`src/rtl/tile_pkg.sv`:
```
// Shared grid geometry and FSM state type for the tile mover.
// Grid cells are PITCH apart; tiles are TILE_SIZE square.
package tile_pkg;

  localparam int GRID_N    = 4;
  localparam int X0        = 40;
  localparam int Y0        = 40;
  localparam int PITCH     = 100;
  localparam int TILE_SIZE = 94;

  typedef enum logic [1:0] {
    IDLE,
    MOVE,
    SETTLE,
    DONE
  } state_t;

  function automatic logic [10:0] cell_px(
    input logic [10:0] org,
    input logic [10:0] pitch,
    input logic [1:0]  idx
  );
    return org + pitch * 11'(idx);
  endfunction

endpackage

```
`src/rtl/axis_stepper.sv`:
```
// One axis of tile motion: saturating step of an 11-bit
// position toward a latched target, with an arrival flag.
module axis_stepper #(
  parameter int STEP    = 10,
  parameter int RST_POS = 40
) (
  input  logic        clk,
  input  logic        rst,
  input  logic        load,
  input  logic [10:0] load_pos,
  input  logic [10:0] load_tgt,
  input  logic        step,
  output logic [10:0] pos,
  output logic        at
);

  localparam logic [10:0] STEP_L = 11'(STEP);

  logic [10:0] tgt;
  logic [10:0] diff;
  logic [10:0] amt;
  logic        up;

  always_comb begin
    up   = pos < tgt;
    diff = up ? tgt - pos : pos - tgt;
    amt  = (diff > STEP_L) ? STEP_L : diff;
  end

  assign at = (pos == tgt);

  always_ff @(posedge clk) begin
    if (rst) begin
      pos <= 11'(RST_POS);
      tgt <= '0;
    end else if (load) begin
      pos <= load_pos;
      tgt <= load_tgt;
    end else if (step) begin
      pos <= up ? pos + amt : pos - amt;
    end
  end

endmodule

```
`src/rtl/tile_move_ctrl.sv`:
```
// Animates one tile between grid cells on frame ticks, then
// highlights it for HOLD_FRAMES ticks and pulses done.
module tile_move_ctrl
  import tile_pkg::*;
#(
  parameter int X0          = tile_pkg::X0,
  parameter int Y0          = tile_pkg::Y0,
  parameter int PITCH       = tile_pkg::PITCH,
  parameter int STEP        = 10,
  parameter int HOLD_FRAMES = 4
) (
  input  logic        pixel_clk,
  input  logic        rst,
  input  logic        frame_tick,
  input  logic        start,
  input  logic [1:0]  src_row,
  input  logic [1:0]  src_col,
  input  logic [1:0]  dst_row,
  input  logic [1:0]  dst_col,
  output logic [10:0] ix,
  output logic [10:0] iy,
  output logic        on,
  output logic        busy,
  output logic        done
);

  localparam logic [10:0] X0_L = 11'(X0);
  localparam logic [10:0] Y0_L = 11'(Y0);
  localparam logic [10:0] PT_L = 11'(PITCH);
  localparam int          HW   = $clog2(HOLD_FRAMES + 1);
  localparam logic [HW-1:0] HOLD_LAST = HW'(HOLD_FRAMES - 1);

  state_t      state;
  logic [HW-1:0] hold_cnt;
  logic        load;
  logic        step;
  logic        at_x;
  logic        at_y;
  logic        same;
  logic [10:0] sx, sy, tx, ty;

  assign sx   = cell_px(X0_L, PT_L, src_col);
  assign sy   = cell_px(Y0_L, PT_L, src_row);
  assign tx   = cell_px(X0_L, PT_L, dst_col);
  assign ty   = cell_px(Y0_L, PT_L, dst_row);
  assign same = (src_row == dst_row) && (src_col == dst_col);
  assign load = start && (state == IDLE);
  assign step = frame_tick && (state == MOVE);

  axis_stepper #(.STEP(STEP), .RST_POS(X0)) u_x (
    .clk      (pixel_clk),
    .rst      (rst),
    .load     (load),
    .load_pos (sx),
    .load_tgt (tx),
    .step     (step),
    .pos      (ix),
    .at       (at_x)
  );

  axis_stepper #(.STEP(STEP), .RST_POS(Y0)) u_y (
    .clk      (pixel_clk),
    .rst      (rst),
    .load     (load),
    .load_pos (sy),
    .load_tgt (ty),
    .step     (step),
    .pos      (iy),
    .at       (at_y)
  );

  always_ff @(posedge pixel_clk) begin
    if (rst) begin
      state    <= IDLE;
      on       <= 1'b0;
      busy     <= 1'b0;
      done     <= 1'b0;
      hold_cnt <= '0;
    end else begin
      unique case (state)
        IDLE: if (start) begin
          busy <= 1'b1;
          if (same) begin
            state <= SETTLE;
            on    <= 1'b1;
          end else begin
            state <= MOVE;
          end
        end
        MOVE: if (at_x && at_y) begin
          state <= SETTLE;
          on    <= 1'b1;
        end
        SETTLE: if (frame_tick) begin
          if (hold_cnt == HOLD_LAST) begin
            hold_cnt <= '0;
            state    <= DONE;
            on       <= 1'b0;
            busy     <= 1'b0;
            done     <= 1'b1;
          end else begin
            hold_cnt <= hold_cnt + 1'b1;
          end
        end
        DONE: begin
          done  <= 1'b0;
          state <= IDLE;
        end
        default: state <= IDLE;
      endcase
    end
  end

endmodule
```
`config.mk`:
```
export PLATFORM = sky130hd
export DESIGN_NAME = tile_move_ctrl
export DESIGN_NICKNAME = d
export VERILOG_FILES = /design/src/rtl/tile_pkg.sv /design/src/rtl/axis_stepper.sv /design/src/rtl/tile_move_ctrl.sv
export SDC_FILE = /design/constraint.sdc
export NUM_CORES = 1
export LEC_CHECK = 0
export ABC_AREA = 0
export CORE_UTILIZATION = 60
export CTS_CLUSTER_SIZE = 24
export DETAILED_ROUTE_END_ITERATION = 8
export GPL_ROUTABILITY_DRIVEN = 1
export PLACE_DENSITY = 0.92
export SYNTH_ARGS = -nofsm -noshare
export SYNTH_HDL_FRONTEND = slang
export SYNTH_SLANG_ARGS = --single-unit
```
`constraint.sdc`:
```
create_clock -name pixel_clk -period 7.1 [get_ports pixel_clk]
set_input_delay 1.42 -clock pixel_clk [delete_from_list [all_inputs] [get_ports pixel_clk]]
set_output_delay 1.42 -clock pixel_clk [all_outputs]
set_load 0.01 [all_outputs]
```
### Word-level counts from Yosys, hierarchy flattened

Index checks and enable logic that the tools add are counted.

* add/sub/neg operators: 13
* multiply operators: 4
* magnitude comparators: 4
* equality and inequality tests: 13
* multiplexer cells: 28
* reduce and logical (&&, ||, !) cells: 14

Operators with widths (number)
* two-way mux 11 bit: 10
* subtractor 11 bit: 6
* adder 6 x 9 -> 10 bit, first input constant: 4
* multiplier 5 x 2 -> 7 bit, first input constant: 4
* adder 11 bit: 2
* == test 11 bit: 2
* greater-than comparator 11 x 4 -> 1 bit, second input constant: 2
* less-than comparator 11 bit: 2
* two-way mux 2 bit: 5
* two-way mux 1 bit: 8
* inequality test 2 bit, second input constant: 4
* one-hot mux 2 bit (4 select lines): 1
* AND reduction 4 bit: 2
* AND reduction 6 bit: 1
* nonzero test 2 bit: 3
* == test 2 bit: 2
* == test 2 bit, second input constant: 2
* logical AND 1 bit: 4
* one-hot mux 1 bit (2 select lines): 2
* adder 3 x 1 -> 3 bit, second input constant: 1
* == test 3 x 2 -> 1 bit, second input constant: 1
* two-way mux 3 bit: 1
* one-hot mux 1 bit (3 select lines): 1
* AND reduction 3 bit: 1
* other kinds (5): 5

* register bits after elaboration: 52
* bits of input ports: 12
* output and inout port bits: 25
* word-level logic and storage cells: 85

### Logic depth before layout (Yosys ltp)

Gate-level depths: netlist of the first run.

* depth in word-level cells: 8
* mapped depth: 28
* depth with buffers taken out: 26

### Cells and area by module

From an unflattened synthesis of the first run, not the netlist that was laid out.

* cell total of the unflattened synthesis: 769
* area, all modules: 6110.9 µm²

By module, submodules not included
* axis_stepper (u_y): times used 1, cells each 335, area an instance 2641.3 µm², seq. area each 440.4 µm²
* axis_stepper (u_x): times used 1, cells each 339, area an instance 2616.3 µm², seq. area each 440.4 µm²
* tile_move_ctrl: times used 1, cells each 95, area an instance 853.3 µm², seq. area each 160.2 µm²

### Worst setup path before layout of the first run

No wires, ideal clock.

* path kind: register -> register
* from: register u_y.pos[6]
* to: register u_y.pos[10]
* library setup time: 120 ps
* arrival time: 5371 ps
* required time: 6980 ps
* setup slack: 1609 ps
* stages on the path, launching flop included: 26
* path buffers: 0
* clock period less this slack: 5491 ps
* cell sequence: dfxtp_1 > inv_1 > ha_1 > a211o_1 > a211o_2 > nand2_1 > mux2_2 > o311ai_0 > nand4_1 > nor2_1 > o211a_1 > ha_1 > inv_1 > nor4_1 > o211a_1 > a211oi_1 > ha_1 > a21o_1 > a21oi_1 > o21ai_0 > a21oi_1 > o21ai_0 > a21oi_1 > o21bai_1 > and4_2 > o31a_1

* word-level cells in the longest chain between the ends: 8
* elaborated cells on any way between the ends: 11
* those cells by class: 4 x add/sub; 2 x order compare; 5 x mux

RTL lines
* start: declaration: line axis_stepper.sv:13 `output logic [10:0] pos,`
* start signal: assignment: line axis_stepper.sv:34 `pos <= 11'(RST_POS);`
* start signal: assignment: line axis_stepper.sv:37 `pos <= load_pos;`
* start signal: assignment: line axis_stepper.sv:40 `pos <= up ? pos + amt : pos - amt;`
* subtractor 11 bit / less-than comparator 11 bit (equally long branches): line axis_stepper.sv:26, axis_stepper.sv:25
* two-way mux 11 bit: line axis_stepper.sv:26 `diff = up ? tgt - pos : pos - tgt;`
* greater-than comparator 11 x 4 -> 1 bit: line axis_stepper.sv:27 `amt = (diff > STEP_L) ? STEP_L : diff;`
* two-way mux 11 bit: line axis_stepper.sv:27
* subtractor 11 bit / adder 11 bit (equally long branches): line axis_stepper.sv:40
* two-way mux 11 bit (*): line axis_stepper.sv:40
* two-way mux 11 bit (*): line axis_stepper.sv:39 `end else if (step) begin`
* two-way mux 11 bit (*): line axis_stepper.sv:36 `end else if (load) begin`

Every way passes the cells marked *; elsewhere a longest branch is shown, timed or not. The select of a mux whose other input is x is not followed.
A chain may end at the register's enable or synchronous reset.

### Worst setup path after layout of the first run

* from: register u_x.pos[3]
* to: register u_x.pos[10]

* word-level cells in the longest chain between the ends: 8
* elaborated cells on any way between the ends: 11
* those cells by class: 4 x add/sub; 2 x order compare; 5 x mux

RTL lines (line)
* start: declaration: axis_stepper.sv:13
* start signal: assignment: axis_stepper.sv:34
* start signal: assignment: axis_stepper.sv:37
* start signal: assignment: axis_stepper.sv:40
* subtractor 11 bit / less-than comparator 11 bit (equally long branches): axis_stepper.sv:26, axis_stepper.sv:25
* two-way mux 11 bit: axis_stepper.sv:26
* greater-than comparator 11 x 4 -> 1 bit: axis_stepper.sv:27
* two-way mux 11 bit: axis_stepper.sv:27
* subtractor 11 bit / adder 11 bit (equally long branches): axis_stepper.sv:40
* two-way mux 11 bit (*): axis_stepper.sv:40
* two-way mux 11 bit (*): axis_stepper.sv:39
* two-way mux 11 bit (*): axis_stepper.sv:36

Marks and branches as above.

==> reports/metrics.yaml, run 1 <==
synthesis:
  yosys_register_bits: 46
  synth_edf_count: 0
  avgSynthCellArea_um2: 7.516
  ys_seq_area_share_pct: 17.50
  ys.flop_type: "dfxtp_1"
  netlist_instances: 700
  synth_cell_type_count: 69
  yosys_warnings: 0
  async_flop_share_pct: 0
  syn_area_mm2: 0.005261
global_routing:
  gr-total-overflow: 0
  grt_max_degree: 43
  grt_pass1_vias: 4825
  antenna_found_initial: 0
  grt_pass1_wl_um: 22980
  track_usage_pct: 31.64
power_and_ir_drop:
  p_per_area_mw_per_mm2: 540.9
  sw_frac_of_total_pct: 53.10
  power_switching_w: 0.001640
  ir_drop_uv: 298.9
  intPower_w: 0.001448
  clockPowerShare_pct: 6.5
  combPwrFrac_pct: 80.3
  seq_power_share_pct: 13.2
  p_leak_nw: 2.393
clocking:
  root_buffer: "clkbuf_8"
  cts_setup_buffers: 0
  clkSinkCount: 46
  cts.htree.levels: 2
  clk_latency_ps: 300
  cts_tree: "yes"
  cts_buffers: 5
  clockBufferDepth: 2
  clk_pin_slew_ps: 90
status:
  outcome: "finished clean"
finish:
  final_core_util_pct: 68.44
  num-fill-cells: 654
  fin_nets: 795
  drive_gt1_share_pct: 4.372
  insertedDiodeCount: 0
  layout.cells.non_filler: 814
  syn2layout_area_growth_pct: 8.490
  final_area_mm2: 0.005708
worst_setup_path:
  r2r-start: "u_x.pos[3]"
  path_class: "flop to flop"
  crit_path_frequent_cell: "a21oi_1"
  ff2ff_path_depth: 25
  r2r-end: "u_x.pos[10]"
  path_buf_inv: 1
  crit_family: "compound AO/OA/AOI/OAI gates"
  crit_cells: 25
  worst-path-max-fanout: 17
  reg2reg_slack_ps: 480
  end_kind: "flop"
  cp-start-kind: "flop"
  endpoint: "u_x.pos[10]"
  critPathMaxStageDelay_ps: 540
  cp.arrival_ps: 6870
  crit_path_top_delay_cell: "and2_1"
  crit_required_ps: 7350
  crit_start: "u_x.pos[3]"
sta:
  finClkSkew_ps: 6.861
  tightest_slew_ps: 1015
  hold_violations: 0
  slew_violations: 0
  setup_tns_ps: 0
  setup_viol: 0
  fin_crit_ps: 6619
  rsz0062_at_grt: "false"
  maxSlewHeadroom_pct: 32.19
  finalCritPeriodShare_pct: 93.22
  max_freq_mhz: 151.1
die:
  row_count: 33
  ios: 37
  start_util_pct: 63.08
  die_h_um: 95.64
  core_mm2: 0.008341
  die_area_mm2: 0.009147
  die_w_um: 95.64
place:
  place_congestion: 1.004
  dp.cells: 806
  postPlaceCellArea_mm2: 0.005588
  io_buffer_count: 36
  post-dp-hpwl_um: 10490
routing:
  postRouteAntennaNets: 0
  avgViaCountPerCell: 6.504
  routedWlPerCell_um: 16.91
  wl_um: 13770
  drt-initial-drc-count: 601
  drt_pre_antenna_iters: 8
  drc: 0
  vias: 5294
hold_path:
  hp-class: "flop to flop"
  min_from: "hold_cnt[2]"
job:
  maxCapViolCount: 0
[tightest hold or removal path, cell delays in order, from the launching register on]
cell,delay (ps)
dfxtp_1,330
inv_1,50
a311oi_1,30
[Yosys cell counts, drive strengths merged (7+ instances only)]
library cell  instances  area share [%]
a211o                 7             1.2
a211oi               25             3.9
a21o                 13             1.9
a21oi                50             4.8
a311oi                9             1.5
a31oi                 9             1.1
buf                  12             1.5
clkbuf               27             2.2
dfxtp                46              18
ha                   71              17
inv                  65             4.6
nand2                78             5.6
nand2b                7            0.83
nand3                12             1.1
nand4                 9             1.1
nor2                 42             3.0
nor2b                 8            0.95
nor3                 18             1.7
o211ai                7             1.0
o21a                  9             1.3
o21ai                41             3.9
or3                   9             1.1
xnor2                21             3.5
xor2                 14             2.3
[per-stage QoR]
stage                     setup WS [ps]  total power (W)  hold slack [ps]
after floorplan                    1609         0.002291            408.7
after global placement            792.5         0.002701            417.5
after detailed placement          449.7         0.002776            433.9
after CTS                         381.5         0.003006            447.6
after global routing              111.6         0.003345            464.6
final                             481.2         0.003088            451.0
[power by group through the flow]
stage,sequential (W),clock [W],combinational (W)
after floorplan,0.000402,0,0.00189
after global placement,0.000406,0,0.00230
after detailed placement,0.000411,0,0.00236
after CTS,0.000406,0.000201,0.00240
after global routing,0.000417,0.000213,0.00271
final,0.000407,0.000200,0.00248
[routing by layer]
metal	global-route usage, %	routed length (µm)	share of wire [%]	vias up
met5	0	0	0	-
met4	7.836	165	1.2	0
met3	5.821	1163	8.4	21
met2	51.67	6369	46	250
met1	42.84	6070	44	2492
li1	-	-	-	2531
[final cells by class]
type	instances	area, µm²	area share [%]
Inverter	65	244.0	4.274
Timing Repair Buffer	39	382.9	6.708
Clock inverter	2	37.54	0.6576
Clock buffer	6	72.57	1.271
Sequential cell	46	920.9	16.13
Multi-Input combinational cell	551	3919	68.65
Tap cell	105	131.4	2.302
[registers in the layout, indices dropped and copies added (netlist names)]
register,count
busy,1
done,1
hold_cnt,3
on,1
state,2
u_x.pos,11
u_x.tgt,8
u_y.pos,11
u_y.tgt,8
[cells by family (layout without fill, tap and decap cells)]
logic type,count (synthesis),in the layout,share of synthesized area [%]
AO/OA/AOI/OAI,215,215,28.01
flip-flops,46,46,17.50
other,1,2,0.07128
adder cells (fa/ha/maj),75,75,18.41
AND/OR/NAND/NOR,217,217,20.55
multiplexers,7,7,1.356
buffers and inverters,104,112,8.276
XOR/XNOR,35,35,5.827
[timing repair]
| action | CTS | global route |
|---|---|---|
| hold buffers | 0 | 0 |
| endpoints found under the hold margin | 0 | 0 |
| setup endpoints to repair | 0 | 3 |
| gates resized for setup | 0 | 2 |
[layout by cell type, fill, tap and decap left out, types with 4 or more instances in the layout]
cell | netlist | final
nand3b_1 | 4 | 4
o211a_1 | 4 | 4
a31oi_1 | 9 | 9
a211oi_1 | 22 | 22
o21ai_0 | 41 | 41
nor3_1 | 18 | 18
dfxtp_1 | 46 | 46
a21o_1 | 13 | 13
ha_1 | 71 | 71
xnor2_1 | 21 | 21
a21oi_1 | 50 | 50
nand2b_1 | 7 | 7
and2_1 | 4 | 4
o2111ai_1 | 5 | 5
a311oi_1 | 9 | 9
clkdlybuf4s50_1 | 0 | 36
nor4_1 | 4 | 4
inv_1 | 65 | 65
o41ai_1 | 4 | 4
fa_1 | 4 | 4
xor2_1 | 14 | 14
mux2i_1 | 6 | 6
nand4_1 | 9 | 9
nand2_1 | 78 | 78
clkbuf_8 | 1 | 5
nand3_1 | 12 | 12
o311ai_0 | 5 | 5
o211ai_1 | 7 | 7
or3_1 | 8 | 8
a21boi_0 | 4 | 4
o21a_1 | 9 | 9
nor2_1 | 42 | 41
and3_1 | 4 | 4
nor2b_1 | 8 | 8
a211o_1 | 5 | 5
[worst min-delay path by stage]
stage	cells past startpoint	slack [ps]	endpoint
final	2	450	hold_cnt[2]
after global routing	2	460	hold_cnt[2]
after CTS	2	450	hold_cnt[2]
after detailed placement	2	430	hold_cnt[2]
after global placement	2	420	hold_cnt[2]
after floorplan	2	410	hold_cnt[2]
(Power assumes the default switching activity.)
==> inputs of run 2 (changes only) <==
- GPL_TIMING_DRIVEN: default -> 0
- HOLD_SLACK_MARGIN: default -> 0.06
- SLEW_MARGIN: default -> 15
==> run 2 against run 1 <==
Cell count increased by 4.3%. Register-to-register slack improved by 70 ps. Routed wire length increased by 7.6%. First-iteration DRC count fell by 1.5%. Clock power is 13% lower. Die area stayed put. Via count up 4.7%. Fmax is 1.0% higher. Critical endpoint unchanged.
==> reports/metrics.yaml, run 2 (synthesis gave the netlist of run 1 again) <==
place:
  io_buffer_count: 35
  postPlaceCellArea_mm2: 0.005747
  post-dp-hpwl_um: 11640
  place_congestion: 0.9153
routing:
  wl_um: 14820
  avgViaCountPerCell: 6.531
  drt_pre_antenna_iters: 5
  vias: 5545
  drc: 0
  drt-initial-drc-count: 592
  routedWlPerCell_um: 17.45
  postRouteAntennaNets: 0
sta:
  finalCritPeriodShare_pct: 92.28
  whs_ps: 441.8
  maxSlewHeadroom_pct: 59.72
  rsz0062_at_grt: "false"
  tightest_slew_ps: 604.2
  fin_crit_ps: 6552
  max_freq_mhz: 152.6
  hold_violations: 0
  slew_violations: 0
  setup_tns_ps: 0
  finClkSkew_ps: 3.469
  setup_viol: 0
die:
  die_w_um: 95.64
  ios: 37
  start_util_pct: 63.08
  core_mm2: 0.008341
  row_count: 33
  die_area_mm2: 0.009147
  die_h_um: 95.64
clocking:
  clkSinkCount: 46
  cts_tree: "yes"
  clk_latency_ps: 320
  cts_setup_buffers: 0
  cts_buffers: 5
  root_buffer: "clkbuf_8"
  ctsResizeCount: 0
  cts.htree.levels: 2
  clk_pin_slew_ps: 100
  cts_hold_buffers: 0
  clockBufferDepth: 2
global_routing:
  grt_max_degree: 17
  track_usage_pct: 33.61
  grt_pass1_wl_um: 24060
  grt_pass1_vias: 5115
  gr-total-overflow: 0
  antenna_found_initial: 0
worst_setup_path:
  crit_required_ps: 7360
  ff2ff_path_depth: 26
  path_class: "flop to flop"
  end_kind: "flop"
  r2r-end: "u_x.pos[10]"
  cp-start-kind: "flop"
  reg2reg_slack_ps: 550
  worst-path-max-fanout: 9
  r2r-start: "u_x.pos[3]"
  cp.arrival_ps: 6810
finish:
  reg_top3: "u_x.pos (11), u_y.pos (11)"
  fin_nets: 830
  num-fill-cells: 668
  insertedDiodeCount: 0
  final_area_mm2: 0.005838
  final_common_cell: "nand2_1"
  layout_common_cells: "78 x nand2_1, 71 x ha_1, 65 x inv_1, 50 x a21oi_1, 46 x dfxtp_1"
  drive_gt1_share_pct: 5.511
  syn2layout_area_growth_pct: 10.96
  final_core_util_pct: 70.00
hold_path:
  hold_end: "hold_cnt[2]"
  hp-class: "flop to flop"
  hold_depth: 2
  min_from: "hold_cnt[2]"
status:
  outcome: "finished clean"
power_and_ir_drop:
  p_per_area_mw_per_mm2: 538.6
  p_total_w: 0.003144
  p_leak_nw: 2.459
  ir_drop_uv: 231.4
job:
  maxCapViolCount: 0
run 2: area by class of cell:
type                            instances  area, µm²  share of cell area (%)
Inverter                               65      244.0                   4.179
Sequential cell                        46      920.9                   15.77
Timing Repair Buffer                   35      350.3                   6.001
Clock inverter                          3      22.52                  0.3858
Buffer                                 39      191.4                   3.279
Tap cell                              105      131.4                   2.250
Clock buffer                            5      68.82                   1.179
Multi-Input combinational cell        551       3909                   66.95
run 2: how the worst max path moves through the flow:
stage	start	endpoint	cells past startpoint
after floorplan	u_y.pos[6]	u_y.pos[10]	25
after global placement	u_x.pos[3]	u_x.pos[10]	27
after detailed placement	u_x.pos[3]	u_x.pos[10]	27
after CTS	u_x.pos[3]	u_x.pos[10]	27
after global routing	u_x.pos[3]	u_x.pos[10]	27
final	u_x.pos[3]	u_x.pos[10]	26
run 2: worst max-delay path, stage by stage, from the launching register on:
cell       delay [ps]
dfxtp_1           460
inv_1             120
ha_1              370
and2b_1           200
o2111ai_1         320
a31o_2            210
buf_2             200
and2_1            150
clkbuf_1          330
o21ai_0           190
o211ai_1          300
and4b_1           320
nand2_1            80
ha_1              240
or4_1             490
o21ai_0           120
nor4b_1            90
ha_1              330
a21o_1            200
a21oi_1           270
o21ai_0           140
a21oi_1           250
o21ai_0           210
a31oi_1           410
nand3_1           110
or3_1             330
nand3_1            80
run 2: routing by layer:
metal	global-route usage, %	share of wire (%)	vias up
li1	-	-	2611
met1	45.96	43	2602
met2	55.06	47	313
met3	4.785	9.3	19
met4	8.955	1.1	0
met5	0	0	-
run 2: metrics by stage:
stage | setup WS [ps] | cells
after floorplan | 1609 | 701
after global placement | 955.5 | 841
final | 548.1 | 849
after global routing | 206.8 | 849
after detailed placement | 798.1 | 841
after CTS | 766.4 | 849
run 2: power breakdown:
part           switching (W)  internal (W)  total, W  leakage [nW]
combinational        0.00150       0.00106   0.00256          2.03
sequential         0.0000897      0.000321  0.000410         0.377
clock               0.000104     0.0000715  0.000175        0.0489
